**src/rtl/instr_prefetch_pkg.sv**
```systemverilog
// Shared types and constants for the instruction prefetch unit.
package instr_prefetch_pkg;

  typedef enum logic [1:0] {
    FETCH = 2'd0,
    FULL  = 2'd1,
    FLUSH = 2'd2
  } pf_state_t;

  localparam logic [15:0] HALFWORD_INC     = 16'd2;
  localparam logic [15:0] RESET_PC_DEFAULT = 16'h0000;

  typedef struct packed {
    logic [15:0] pc;
    logic [15:0] data;
  } fetch_entry_t;

endpackage

```
**src/rtl/instr_prefetch_fifo.sv**
```systemverilog
// Prefetch FIFO holding fetched instruction words with their addresses.
// Flush empties the queue; push on a full queue is accepted only alongside a pop.
module prefetch_fifo
  import instr_prefetch_pkg::*;
#(
  parameter int DEPTH = 4
) (
  input  logic                         clk,
  input  logic                         reset,
  input  logic                         push,
  input  fetch_entry_t                 push_entry,
  input  logic                         pop,
  input  logic                         flush,
  output logic                         full,
  output logic                         empty,
  output logic [$clog2(DEPTH+1)-1:0]   count,
  output fetch_entry_t                 head
);

  localparam int PW = $clog2(DEPTH);
  localparam int CW = $clog2(DEPTH+1);

  fetch_entry_t  mem [DEPTH];
  logic [PW-1:0] wr_ptr, rd_ptr;
  logic          do_push, do_pop;

  assign empty   = (count == '0);
  assign full    = (count == CW'(DEPTH));
  assign do_pop  = pop & ~empty;
  assign do_push = push & (~full | do_pop);
  assign head    = mem[rd_ptr];

  always_ff @(posedge clk or posedge reset) begin
    if (reset) begin
      wr_ptr <= '0;
      rd_ptr <= '0;
      count  <= '0;
    end else if (flush) begin
      wr_ptr <= '0;
      rd_ptr <= '0;
      count  <= '0;
    end else begin
      if (do_push) wr_ptr <= wr_ptr + 1'b1;
      if (do_pop)  rd_ptr <= rd_ptr + 1'b1;
      count <= count + CW'(do_push) - CW'(do_pop);
    end
  end

  always_ff @(posedge clk) begin
    if (do_push && !flush) mem[wr_ptr] <= push_entry;
  end

endmodule

```
**src/rtl/instr_prefetch.sv**
```systemverilog
// Instruction prefetch unit: credit-limited fetch stream into a FIFO, with redirect flush.
// Optional macro PREFETCH_BYPASS_EN forwards a response straight to the core when the FIFO is empty.
module instr_prefetch
  import instr_prefetch_pkg::*;
#(
  parameter int          DEPTH    = 4,
  parameter logic [15:0] RESET_PC = RESET_PC_DEFAULT
) (
  input  logic        clk,
  input  logic        reset,
  input  logic        redirect_valid,
  input  logic [15:0] redirect_pc,
  output logic        mem_req,
  output logic [15:0] mem_addr,
  input  logic        mem_gnt,
  input  logic        mem_rvalid,
  input  logic [15:0] mem_rdata,
  output logic        instr_valid,
  output logic [15:0] instr,
  output logic [15:0] instr_pc,
  input  logic        instr_ready
);

  localparam int CW = $clog2(DEPTH+1);
  localparam int PW = $clog2(DEPTH);

  pf_state_t     state, state_nxt;
  logic [15:0]   fpc;
  logic [CW-1:0] outstanding, outstanding_nxt;
  logic [CW-1:0] drop_cnt, drop_cnt_nxt;
  logic [15:0]   tag_mem [DEPTH];
  logic [PW-1:0] tag_wr, tag_rd;
  logic          gnt_fire, rsp_accept, rsp_drop, rsp_keep, bypass;
  logic          fifo_push, fifo_pop, fifo_full, fifo_empty;
  logic [CW-1:0] fifo_count;
  fetch_entry_t  fifo_head;
  logic [CW:0]   occ, occ_nxt;
  logic          unused_redirect_lsb;

  assign unused_redirect_lsb = redirect_pc[0];

  // Credits: every FIFO slot is either filled or reserved by an in-flight request.
  assign occ        = {1'b0, fifo_count} + {1'b0, outstanding};
  assign mem_req    = ~reset & (state == FETCH) & ~fifo_full & (occ < (CW+1)'(DEPTH));
  assign mem_addr   = fpc;
  assign gnt_fire   = mem_req & mem_gnt;
  assign rsp_accept = mem_rvalid & (outstanding != '0);
  assign rsp_drop   = rsp_accept & ((state == FLUSH) | redirect_valid);
  assign rsp_keep   = rsp_accept & ~rsp_drop;

  assign outstanding_nxt = outstanding + CW'(gnt_fire) - CW'(rsp_accept);

`ifdef PREFETCH_BYPASS_EN
  assign bypass = rsp_keep & fifo_empty;
`else
  assign bypass = 1'b0;
`endif

  assign fifo_pop    = instr_ready & ~fifo_empty;
  assign fifo_push   = rsp_keep & ~(bypass & instr_ready);
  assign instr_valid = ~fifo_empty | bypass;
  assign instr       = ~fifo_empty ? fifo_head.data : (bypass ? mem_rdata : 16'h0000);
  assign instr_pc    = ~fifo_empty ? fifo_head.pc : (bypass ? tag_mem[tag_rd] : 16'h0000);

  assign occ_nxt = {1'b0, fifo_count} + (CW+1)'(fifo_push) - (CW+1)'(fifo_pop)
                   + {1'b0, outstanding_nxt};

  prefetch_fifo #(.DEPTH(DEPTH)) u_fifo (
    .clk        (clk),
    .reset      (reset),
    .push       (fifo_push),
    .push_entry ('{pc: tag_mem[tag_rd], data: mem_rdata}),
    .pop        (fifo_pop),
    .flush      (redirect_valid),
    .full       (fifo_full),
    .empty      (fifo_empty),
    .count      (fifo_count),
    .head       (fifo_head)
  );

  // A redirect drops everything still in flight, including a grant taken this cycle.
  always_comb begin
    state_nxt    = state;
    drop_cnt_nxt = drop_cnt;
    if (redirect_valid) begin
      drop_cnt_nxt = outstanding_nxt;
      state_nxt    = (outstanding_nxt != '0) ? FLUSH : FETCH;
    end else begin
      case (state)
        FLUSH: begin
          if (rsp_accept) drop_cnt_nxt = drop_cnt - CW'(1);
          if (drop_cnt_nxt == '0) state_nxt = FETCH;
        end
        default: state_nxt = (occ_nxt >= (CW+1)'(DEPTH)) ? FULL : FETCH;
      endcase
    end
  end

  always_ff @(posedge clk or posedge reset) begin
    if (reset) begin
      state       <= FETCH;
      fpc         <= RESET_PC;
      outstanding <= '0;
      drop_cnt    <= '0;
      tag_wr      <= '0;
      tag_rd      <= '0;
    end else begin
      state       <= state_nxt;
      drop_cnt    <= drop_cnt_nxt;
      outstanding <= outstanding_nxt;
      if (redirect_valid) fpc <= {redirect_pc[15:1], 1'b0};
      else if (gnt_fire)  fpc <= fpc + HALFWORD_INC;
      if (gnt_fire)   tag_wr <= tag_wr + 1'b1;
      if (rsp_accept) tag_rd <= tag_rd + 1'b1;
    end
  end

  // Issue-order address tags; responses return in order so the oldest tag names each response.
  always_ff @(posedge clk) begin
    if (gnt_fire) tag_mem[tag_wr] <= fpc;
  end

endmodule

```
**config.mk**
```make
export PLATFORM = sky130hd
export DESIGN_NAME = instr_prefetch
export DESIGN_NICKNAME = d
export VERILOG_FILES = /design/src/rtl/instr_prefetch_pkg.sv /design/src/rtl/instr_prefetch_fifo.sv /design/src/rtl/instr_prefetch.sv
export SDC_FILE = /design/constraint.sdc
export NUM_CORES = 1
export LEC_CHECK = 0
export CORE_MARGIN = 4
export CORE_UTILIZATION = 60
export DETAILED_ROUTE_END_ITERATION = 7
export DONT_BUFFER_PORTS = 1
export PLACE_DENSITY = 0.74
export SETUP_SLACK_MARGIN = 0.02
export SYNTH_ARGS = -nofsm -noshare
export SYNTH_HDL_FRONTEND = slang
export SYNTH_SLANG_ARGS = --single-unit
```
**constraint.sdc**
```tcl
create_clock -name clk -period 8 [get_ports clk]
set_clock_uncertainty 0.1 [all_clocks]
set_input_delay 2 -clock clk [delete_from_list [all_inputs] [get_ports clk]]
set_output_delay 2 -clock clk [all_outputs]
set_load 0.005 [all_outputs]
```
# After elaboration in Yosys (flattened, before gate mapping)

Memory sizes are Yosys's and may differ from the RTL's.
Cells that the tools add are included.

Flip-flop bits (word level): 35
Memory bits (writable): 192
Input port bits: 38
Output and inout bits: 50
Logic and storage cells: 80
Memories kept: 2

$add $sub $neg: 14
Order comparisons: 2
Equal/unequal tests: 3
Muxes and demuxes: 23
Bitwise gates (word level): 16
Reduce and logical (&&, ||, !) cells: 11

Memory list:

| name       | words | bits a word | read ports | clocked after memory_dff | wr ports | RTL line                  | text |
|---|---|---|---|---|---|---|---|
| u_fifo.mem | 4     | 32          | 1          | 0                        | 1        | instr_prefetch_fifo.sv:23 | `fetch_entry_t mem [DEPTH];` |
| tag_mem    | 4     | 16          | 1          | 0                        | 1        | instr_prefetch.sv:31      | `logic [15:0] tag_mem [DEPTH];` |

Operators by type and width:

| operator                                            | count |
|---|---|
| two-way mux 16 bit                                  | 4 |
| two-way mux 3 bit                                   | 6 |
| adder 16 x 2 -> 16 bit, second input constant       | 1 |
| two-way mux 2 bit                                   | 8 |
| AND 1 bit                                           | 10 |
| adder 2 x 1 -> 2 bit, second input constant         | 4 |
| nonzero test 2 bit                                  | 4 |
| adder 3 x 1 -> 3 bit                                | 2 |
| zero test 3 bit                                     | 2 |
| nonzero test 3 bit                                  | 2 |
| subtractor 3 x 1 -> 3 bit                           | 2 |
| two-way mux 1 bit                                   | 5 |
| adder 3 x 1 -> 4 bit                                | 1 |
| adder 3 x 3 -> 4 bit                                | 1 |
| adder 4 x 3 -> 4 bit                                | 1 |
| >= comparator 4 x 3 -> 1 bit, second input constant | 1 |
| < comparator 4 x 3 -> 1 bit, second input constant  | 1 |
| NOT 1 bit                                           | 4 |
| subtractor 4 x 1 -> 4 bit                           | 1 |
| == test 3 bit, second input constant                | 1 |
| != test 3 x 2 -> 1 bit, second input constant       | 1 |
| subtractor 3 x 1 -> 3 bit, second input constant    | 1 |
| == test 2 bit, second input constant                | 1 |
| zero test 2 bit                                     | 1 |
| 3 further kinds                                     | 4 |

# Longest topological paths before layout

Gate-level depths: netlist of run 1.

Word-level depth: 12
Mapped depth: 18
Gate-level depth less buffers: 16

# Hierarchy

From an unflattened synthesis of run 1, not the netlist that was laid out.

Cell total of the unflattened synthesis: 531
Area, all modules: 9,312.7 um2

By module, submodules not included:

| module         | instances | cells each | area each (um2) | seq. area each (um2) |
|---|---|---|---|---|
| prefetch_fifo  | 1         | 215        | 5,072.4         | 4,018.9 |
| instr_prefetch | 1         | 316        | 4,240.3         | 2,477.4 |

# Worst setup path before layout of run 1

Ideal clock, no wire load.

Path kind: input port to flip-flop
From: in reset
To: reg state[0]
Library setup time: 123 ps
Data arrival time: 4,778 ps
Required time: 7,777 ps
Path slack: 2,999 ps
Cell stages on the path: 17
Buffers on the path: 2
Path through: nor3b_1 and4_1 inv_2 buf_6 buf_2 ha_1 inv_1 ha_1 fa_1 xnor2_1 inv_1 ha_1 inv_1 ha_1 xnor2_1 nand2_1 o221a_2

Cells in the longest elaborated chain, start to end: 12

RTL lines:

| element                      | RTL line              | text |
|---|---|---|
| start: declaration           | instr_prefetch.sv:10  | `input logic reset,` |
| NOT 1 bit                    | instr_prefetch.sv:44  | `assign mem_req = ~reset & (state == FETCH) & ~fifo_full & (occ < (CW+1)'(DEPTH));` |
| AND 1 bit (3 in series)      | instr_prefetch.sv:44  |  |
| AND 1 bit                    | instr_prefetch.sv:46  | `assign gnt_fire = mem_req & mem_gnt;` |
| adder 3 x 1 -> 3 bit         | instr_prefetch.sv:51  | `assign outstanding_nxt = outstanding + CW'(gnt_fire) - CW'(rsp_accept);` |
| subtractor 3 x 1 -> 3 bit    | instr_prefetch.sv:51  |  |
| named net outstanding_nxt[2] | instr_prefetch.sv:29  | `logic [CW-1:0] outstanding, outstanding_nxt;` |
| adder 4 x 3 -> 4 bit         | instr_prefetch.sv:66  | `+ {1'b0, outstanding_nxt};` |
| >= comparator 4 x 3 -> 1 bit | instr_prefetch.sv:94  | `default: state_nxt = (occ_nxt >= (CW+1)'(DEPTH)) ? FULL : FETCH;` |
| two-way mux 1 bit            | instr_prefetch.sv:94  |  |
| two-way mux 2 bit            | instr_prefetch.sv:89  | `case (state)` |
| two-way mux 2 bit            | instr_prefetch.sv:85  | `if (redirect_valid) begin` |
| end signal: assignment       | instr_prefetch.sv:108 | `state <= state_nxt;` |
| end: declaration             | instr_prefetch.sv:27  | `pf_state_t state, state_nxt;` |

The timed path passes the listed nets, and every way through them passes these cells.
A chain may end at the register's enable or synchronous reset.

# Final worst setup path of run 1

Ends and elaborated chain as after synthesis.

==> results of run 1 <==
-- power breakdown --
group | internal [mW] | switching [mW] | leakage, nW
logic | 0.370 | 0.377 | 0.949
registers | 1.37 | 0.132 | 2.06
clock network | 0.605 | 0.394 | 0.355
total | 2.35 | 0.903 | 3.37
-- cells in the final DEF, fill, tap and decap left out, types with 3 or more instances in the layout --
cell type and count:
edfxtp_1 184, mux4_2 46, and2_1 40, dfrtp_1 33, inv_1 24, clkbuf_16 23
ha_1 22, nand2_1 17, nor2_1 16, nand3_1 10, or4_1 10, a31oi_1 10
xnor2_1 10, o31ai_1 8, o21ai_0 7, clkbuf_1 7, buf_4 7, clkbuf_8 5
a21o_1 4, or3_1 4, and4_1 3, nand4_1 3, nor2b_1 3, xor2_1 3
clkinv_2 3
-- layer usage --
metal  GRT usage (%)  up-vias
met5               0        -
met4            4.54        0
met3            3.70       20
met2            31.8      135
met1            25.5     2302
li1                -     1989
-- worst max-delay path, delay by kind of cell --
family	cells	cell delay, ps
AOI/OAI and AO/OA	1	270
xor gates and xnor gates	2	470
adders and majority gates	5	1370
buffers and inverters	4	430
and+or+nand+nor	3	730
-- logic make-up after synthesis --
kind of cell,Yosys count
AO/OA/AOI/OAI,39
flip-flops,218
buffers and inverters,50
AND/OR/NAND/NOR,114
adder cells (fa/ha/maj),24
multiplexers,49
XOR/XNOR,13
other,1
-- worst paths after layout --
| kind | start | slack (ps) | to |
|---|---|---|---|
| hold reg to reg | drop_cnt[1]$_DFFE_PP0P_ | 380 | drop_cnt[1]$_DFFE_PP0P_ |
| setup reg to reg | u_fifo.count[1]$_DFF_PP0_ | 3680 | state[0]$_DFFE_PP0P_ |
| min in group asynchronous | reset | 1410 | tag_rd[1]$_DFFE_PP0N_ |
| setup / recovery | reset | 3010 | state[0]$_DFFE_PP0P_ |
| hold / removal | drop_cnt[1]$_DFFE_PP0P_ | 380 | drop_cnt[1]$_DFFE_PP0P_ |
| max in group asynchronous | reset | 6060 | u_fifo.rd_ptr[0]$_DFFE_PP0P_ |
-- sequential cells by signal (all words and copies together), names as in the netlist --
signal and cells:
tag_wr 2, u_fifo.rd_ptr 2, outstanding 3, u_fifo.wr_ptr 2, u_fifo.count 3, tag_rd 2
u_fifo.mem 124, tag_mem 60, drop_cnt 3, mem_addr 15, state 2
-- Yosys cell counts, types with 2 or more instances --
library cell,number
a21o_1,4
o211ai_1,2
inv_1,24
fa_1,2
nand3_1,10
buf_1,3
mux2i_1,2
and2_1,40
mux4_2,46
xor2_1,3
nand2_1,17
xnor2_1,10
nor4b_1,2
or4_1,10
a31oi_1,10
nor4_2,2
nor2b_1,3
a21oi_1,2
edfxtp_1,184
and4_1,3
buf_2,7
buf_4,2
and3_1,2
dfrtp_1,34
nand4_1,3
nor2_1,16
clkbuf_1,11
ha_1,22
o21ai_0,7
or3_1,4
o31ai_1,8
-- layout make-up --
type	count	share of cell area, %
inverter	26	0.985
tap	184	2.32
multi-input combinational	241	24.5
clock buffer	35	6.77
clock inverter	5	0.492
timing repair buffer	7	0.530
sequential	218	64.4
-- per-stage QoR --
| step | std cells | power, mW |
|---|---|---|
| 6_report | 716 | 3.25 |
| 5_1_grt | 716 | 3.44 |
| 4_1_cts | 716 | 3.29 |
| 3_5_place_dp | 676 | 2.29 |
| 3_3_place_gp | 676 | 2.24 |
| 2_1_floorplan | 509 | 2.10 |
==> results.txt, run 1 <==
The worst hold margin came out at 376 ps. The routed design uses 921 µm of met3 wire. The stage delay of the slowest cell on the critical path is 490 ps. Entering global routing, the biggest net connects 35 pins. Counting the fill cells in the layout gives 956.

The classification of the worst-slack hold path is reg -> reg. The wire length per cell is 21.8 µm. For this run, the detailed router's first-pass iteration total came to 4. Max-cap violations in this run came to 0. The cell at the root of the clock tree is clkbuf_16. For this run, the top clock speed supported by timing is 200 MHz.

The pre-CTS worst setup slack came out at 2500 ps. The antenna violation net count after detailed routing is 0. The horizontal die dimension is 131 µm.

The clock net sink count came out at 218. After Yosys synthesis, and, or, nand and nor cells account for 7.31% of the synthesized area. Traced cell by cell, the critical path runs through nor3b_1 > and4_1 > inv_2 > ha_1 > inv_1 > ha_1 > fa_1 > xnor2_1 > inv_1 > ha_1 > inv_1 > ha_1 > xnor2_1 > nand2_1 > o221a_2. The worst setup path is captured at a flop. At the worst endpoint, the required time is 8280 ps. After detailed routing, no signal wire sits above met4. The number of synthesized flops with an enable pin came out at 184. The number of hold buffers added after CTS is 0.

The net count of the finished layout is 578. The worst hold path cell count is 1. By area, the combinational part of the netlist is dominated by multiplexers.

The number of synthesized register bits came out at 218. The share of synthesized area in the top cell type comes to 61.3%. Sorting the synthesized cells by area gives the leading types as edfxtp_1 61%, mux4_2 11%, dfrtp_1 9.4%. The number of cells traversed by the worst register-to-register path is 16.

The standard-cell row count is 44. The number of buffers between clock root and the deepest sink came out at 3. The post-CTS repair timing setup buffer count came out at 0. After synthesis, the share of cell area in mux cells is 11.8%. The total routed wire length on the met1 layer came out at 6.60 mm. The count of buffers from port buffering is 0.

The relative area change from synthesis to final layout came out at 9.91%. The initial DRC count is 264. The leakage power is 3.37 nW. With fillers left out, the area of the finished cells amounts to 9910 µm². The final wirelength came out at 15.6 mm. The fraction of synthesized cell area in xor and xnor cells is 1.26%. The fraction of layout cells with a size suffix above 1 is 17.3%. The post-synthesis area per instance is 17.7 µm².

The final core utilization is 67.7%. The number of levels the H-tree was split into came out at 1. Counting stages on the worst path, the most repeated cell is ha_1. The setup path with the least slack is of type in -> reg. The slew at the pin closest to its max-slew limit is 1070 ps. The first global-routing pass estimated 24.6 mm of wire. The detailed-route via count came out at 4,446. Counting I/O delays and the setup requirement, the final critical path takes 4990 ps. The cell count after synthesis is 508. The sum of net half-perimeters after detailed placement is 9.85 mm.

The final critical path takes up 62.4% of the cycle. In the final layout, the multi-input gates occupy 2430 µm². The peak supply drop is 0.000225 V. Setup repair after global routing left no endpoint under its margin. In this run the power density over the cells is 328 nW/µm². In the synthesized netlist the dominant register cell turns out to be edfxtp_1. The worst setup slack after layout came out at 3010 ps.

Setup violations remaining at the end of the flow were counted as 0. The maximum fanout count along the critical path came out at 26. Summing the areas of all compound-gate instances in the mapped netlist gives 2.98% of the synthesized area. The average vias per placed instance came out at 6.21. Summing all flip-flop and latch instances after layout gives 6380 µm². The clock slew at the register clock pins of the worst setup and hold paths came out at 60 ps. For this configuration, the core starts out at a cell density of 61.6%.

The final max-slew violation count came to 0. The worst pin sits at a relative slew slack of 28.4%. The antenna diode count came out at 0.

The global placer's final weighted congestion is 0.818. The adder-cell share of the synthesized area came out at 3.50%. The placeable core area is 14,600 µm². The global routing usage summed across all routing layers is 18.7%.

The number of gates resized after cts is 0. The die covers 17,100 µm². The flow ran to the end, and the final reports show no timing, DRC or antenna violations.

The global route total overflow is 0. The cell area after technology mapping is 9020 µm². The number of buffers added by the clock tree synthesis step came out at 22. After detailed placement, the total cell area comes to 9190 µm². The Yosys step of the flow raised 0 warnings. The cell accounting for the most synthesized area is edfxtp_1. The worst setup path is launched from an input port. After detailed routing, the number of remaining DRC violations is 0.

The latest clock arrival within the worst-skew pair came out at 490 ps. Counting distinct cell types in the post-synthesis netlist gives 44. The number of ports placed on the die boundary is 88. The initial antenna violation count is 0.

The share of synthesized registers carrying an async set or reset is 15.6%. The clock tree from TritonCTS is done. The via count of the first global-routing pass is 4,598. The data arrival time of the critical path came out at 5270 ps.

The count of endpoints failing hold in the final timing report is 0. The final-layout setup total negative slack is 0 ps. The vertical die dimension is 131 µm. The largest individual stage delay along the critical path comes from the cell and4_1. The fraction of the yosys area taken by sequential cells came out at 70.7%. Wire segments on met2 add up to 7.84 mm in the final route.
No activity file was read; power rests on OpenSTA's default activity.
==> run 2: changes to the inputs <==
CORE_UTILIZATION = 57   (was 60)
PLACE_DENSITY = 0.73   (was 0.74)
clock period = 4 ns   (was 8 ns; I/O delays follow)
==> results.txt, run 2 (synthesized netlist as in run 1, its figures left out) <==
Setup violations remaining at the end of the flow were counted as 0. STA puts the critical path data required time at 4280 ps. In the layout the commonest cells are 184 x edfxtp_1, 46 x mux4_2, 40 x and2_1, 33 x dfrtp_1, 24 x inv_1. Across the run, the number of max-cap violations was 0. The final core utilization came out at 65.2%.

The tightest min-delay check is of the reg -> reg type. Ranked by flip-flop count, first place goes to u_fifo.mem. The initial DRC count is 234. Setup repair after global routing left no endpoint under its margin. The average vias per placed instance came out at 5.96.

Power comes to 6.63 mW. For this run, the total global-route usage over all layers was measured as 18.3%. The global route total overflow is 0. The net count of the finished layout is 583. The clock slew at the register clock pins of the worst setup and hold paths is 60 ps. The standard-cell row count is 45. The vertical die dimension is 134 µm. The count of unresolved DRC violations after routing is 0. The detailed route wirelength on metal3 is 983 µm. The data arrival time of the critical path came out at 3970 ps.

The flip-flop count of the largest register after layout came out at 124. The placed cell count is 708. The total routed wire length on the met1 layer is 6.69 mm. The clock tree from TritonCTS is done.

The worst setup path is launched from a flop. Timing would allow up to 271 MHz. The number of buffers between clock root and the deepest sink is 3. Along the worst hold path, the cell count comes to 1. The uppermost layer routed is met4. The max-slew headroom at the worst pin came out at 32.1%. The leading cell type in the layout, fill and taps excluded is edfxtp_1. The number of hold buffers added after CTS is 0.

The latest clock arrival within the worst-skew pair came out at 490 ps. The detailed-route via count is 4,460. The peak supply drop is 0.000463 V. The placeable core area came out at 15,400 µm². The detail route stage leaves a number of antenna-violating nets equal to 0. The horizontal die dimension came out at 134 µm. The final critical path time including I/O delays and setup came out at 3690 ps. The final max-slew violation count came out at 0. The sum of net half-perimeters after detailed placement is 9.67 mm. The run finished with clean final reports. The period utilization is 92.3%.

The antenna diode count is 0. From synthesis to final layout, the design area changed by 11.2%. For this design the ratio of total power to cell area is 662 nW/µm². The wire length per cell is 21.1 µm. The final-layout setup total negative slack came out at 0 ps. The number of buffers added by the clock tree synthesis step is 22.

The post-layout instance area came out at 10,000 µm². Measured in cells, the most critical reg-to-reg path has a length of 15. The floorplan step defined a die boundary enclosing 17,900 µm². The first-pass GRT wire length is 25.8 mm. The non-filler instance count after layout came out at 748. Once the floorplan was initialized, standard cells occupied 58.7% of the core. The count of endpoints failing hold in the final timing report is 0. The via count of the first global-routing pass came to 4,847. The area of placed instances is 9270 µm². The slew at the pin closest to its max-slew limit came out at 1020 ps. The cell at the root of the clock tree is clkbuf_16.

The largest net degree at the start of global routing is 35. The count of buffers from port buffering came out at 0. By startpoint and endpoint, the worst setup path is classified as reg -> reg. In the final layout, the share of cells above drive strength 1 is 18.6%. The global placer's final weighted congestion came out at 0.840. Along the worst path, the maximum fanout reaches 4.

The routed design has 15.8 mm of wire. The number of ports placed on the die boundary came out at 88. In this run the register-to-register setup slack is 310 ps.

The leakage power is 3.42 nW. CTS built an H-tree with a depth of 1. The first TritonRoute pass finished after 5 iterations. The clock net sink count is 218. The total length of routed met2 wires is 7.87 mm. The number of setup buffers added after CTS is 0. The initial antenna violation count is 0. The number of gates resized after cts is 0.

STA classifies the critical path endpoint as a flop.
run 2: cell type report:
cell class	count	area [µm²]
Timing Repair Buffer	12	90.1
Sequential cell	218	6380
Clock buffer	31	636
Inverter	26	97.6
Multi-Input combinational cell	241	2440
Tap cell	211	264
Clock inverter	9	119
Fill cell	1058	5350
run 2: through the flow:
step | hold WS (ps) | setup WS, ps
floorplan | 350 | 30.5
global placement | 368 | 229
detailed placement | 366 | 140
CTS | 379 | 296
global route | 410 | 112
finish | 376 | 307
run 2: final timing paths:
| kind | from | endpoint |
|---|---|---|
| max in group asynchronous | reset | u_fifo.rd_ptr[0]$_DFFE_PP0P_ |
| min in group asynchronous | reset | mem_addr[4]$_DFFE_PP0N_ |
| max reg2reg | outstanding[2]$_DFF_PP0_ | state[0]$_DFFE_PP0P_ |
| max | outstanding[2]$_DFF_PP0_ | state[0]$_DFFE_PP0P_ |
| min | drop_cnt[1]$_DFFE_PP0P_ | drop_cnt[1]$_DFFE_PP0P_ |
| min reg2reg | drop_cnt[1]$_DFFE_PP0P_ | drop_cnt[1]$_DFFE_PP0P_ |
run 2: routing by layer:
layer,track usage (%),up-vias
met3,4.58,23
met2,30.0,124
met1,24.9,2320
li1,-,1993
met4,4.86,0
met5,0,-
run 2: report_power, final:
part	internal, mW	switching [mW]
registers	2.74	0.248
clock network	1.30	0.802
logic	0.768	0.773
run 2: critical path, stage by stage (launching register included):
cell and delay (ps):
dfrtp_1 440, ha_1 330, nor4_2 210, and4_1 280
inv_2 50, ha_1 260, inv_1 30, ha_1 190
fa_1 530, inv_1 70, ha_1 270, inv_1 40
ha_1 270, a21oi_1 160, nand2_1 70, o221a_2 270
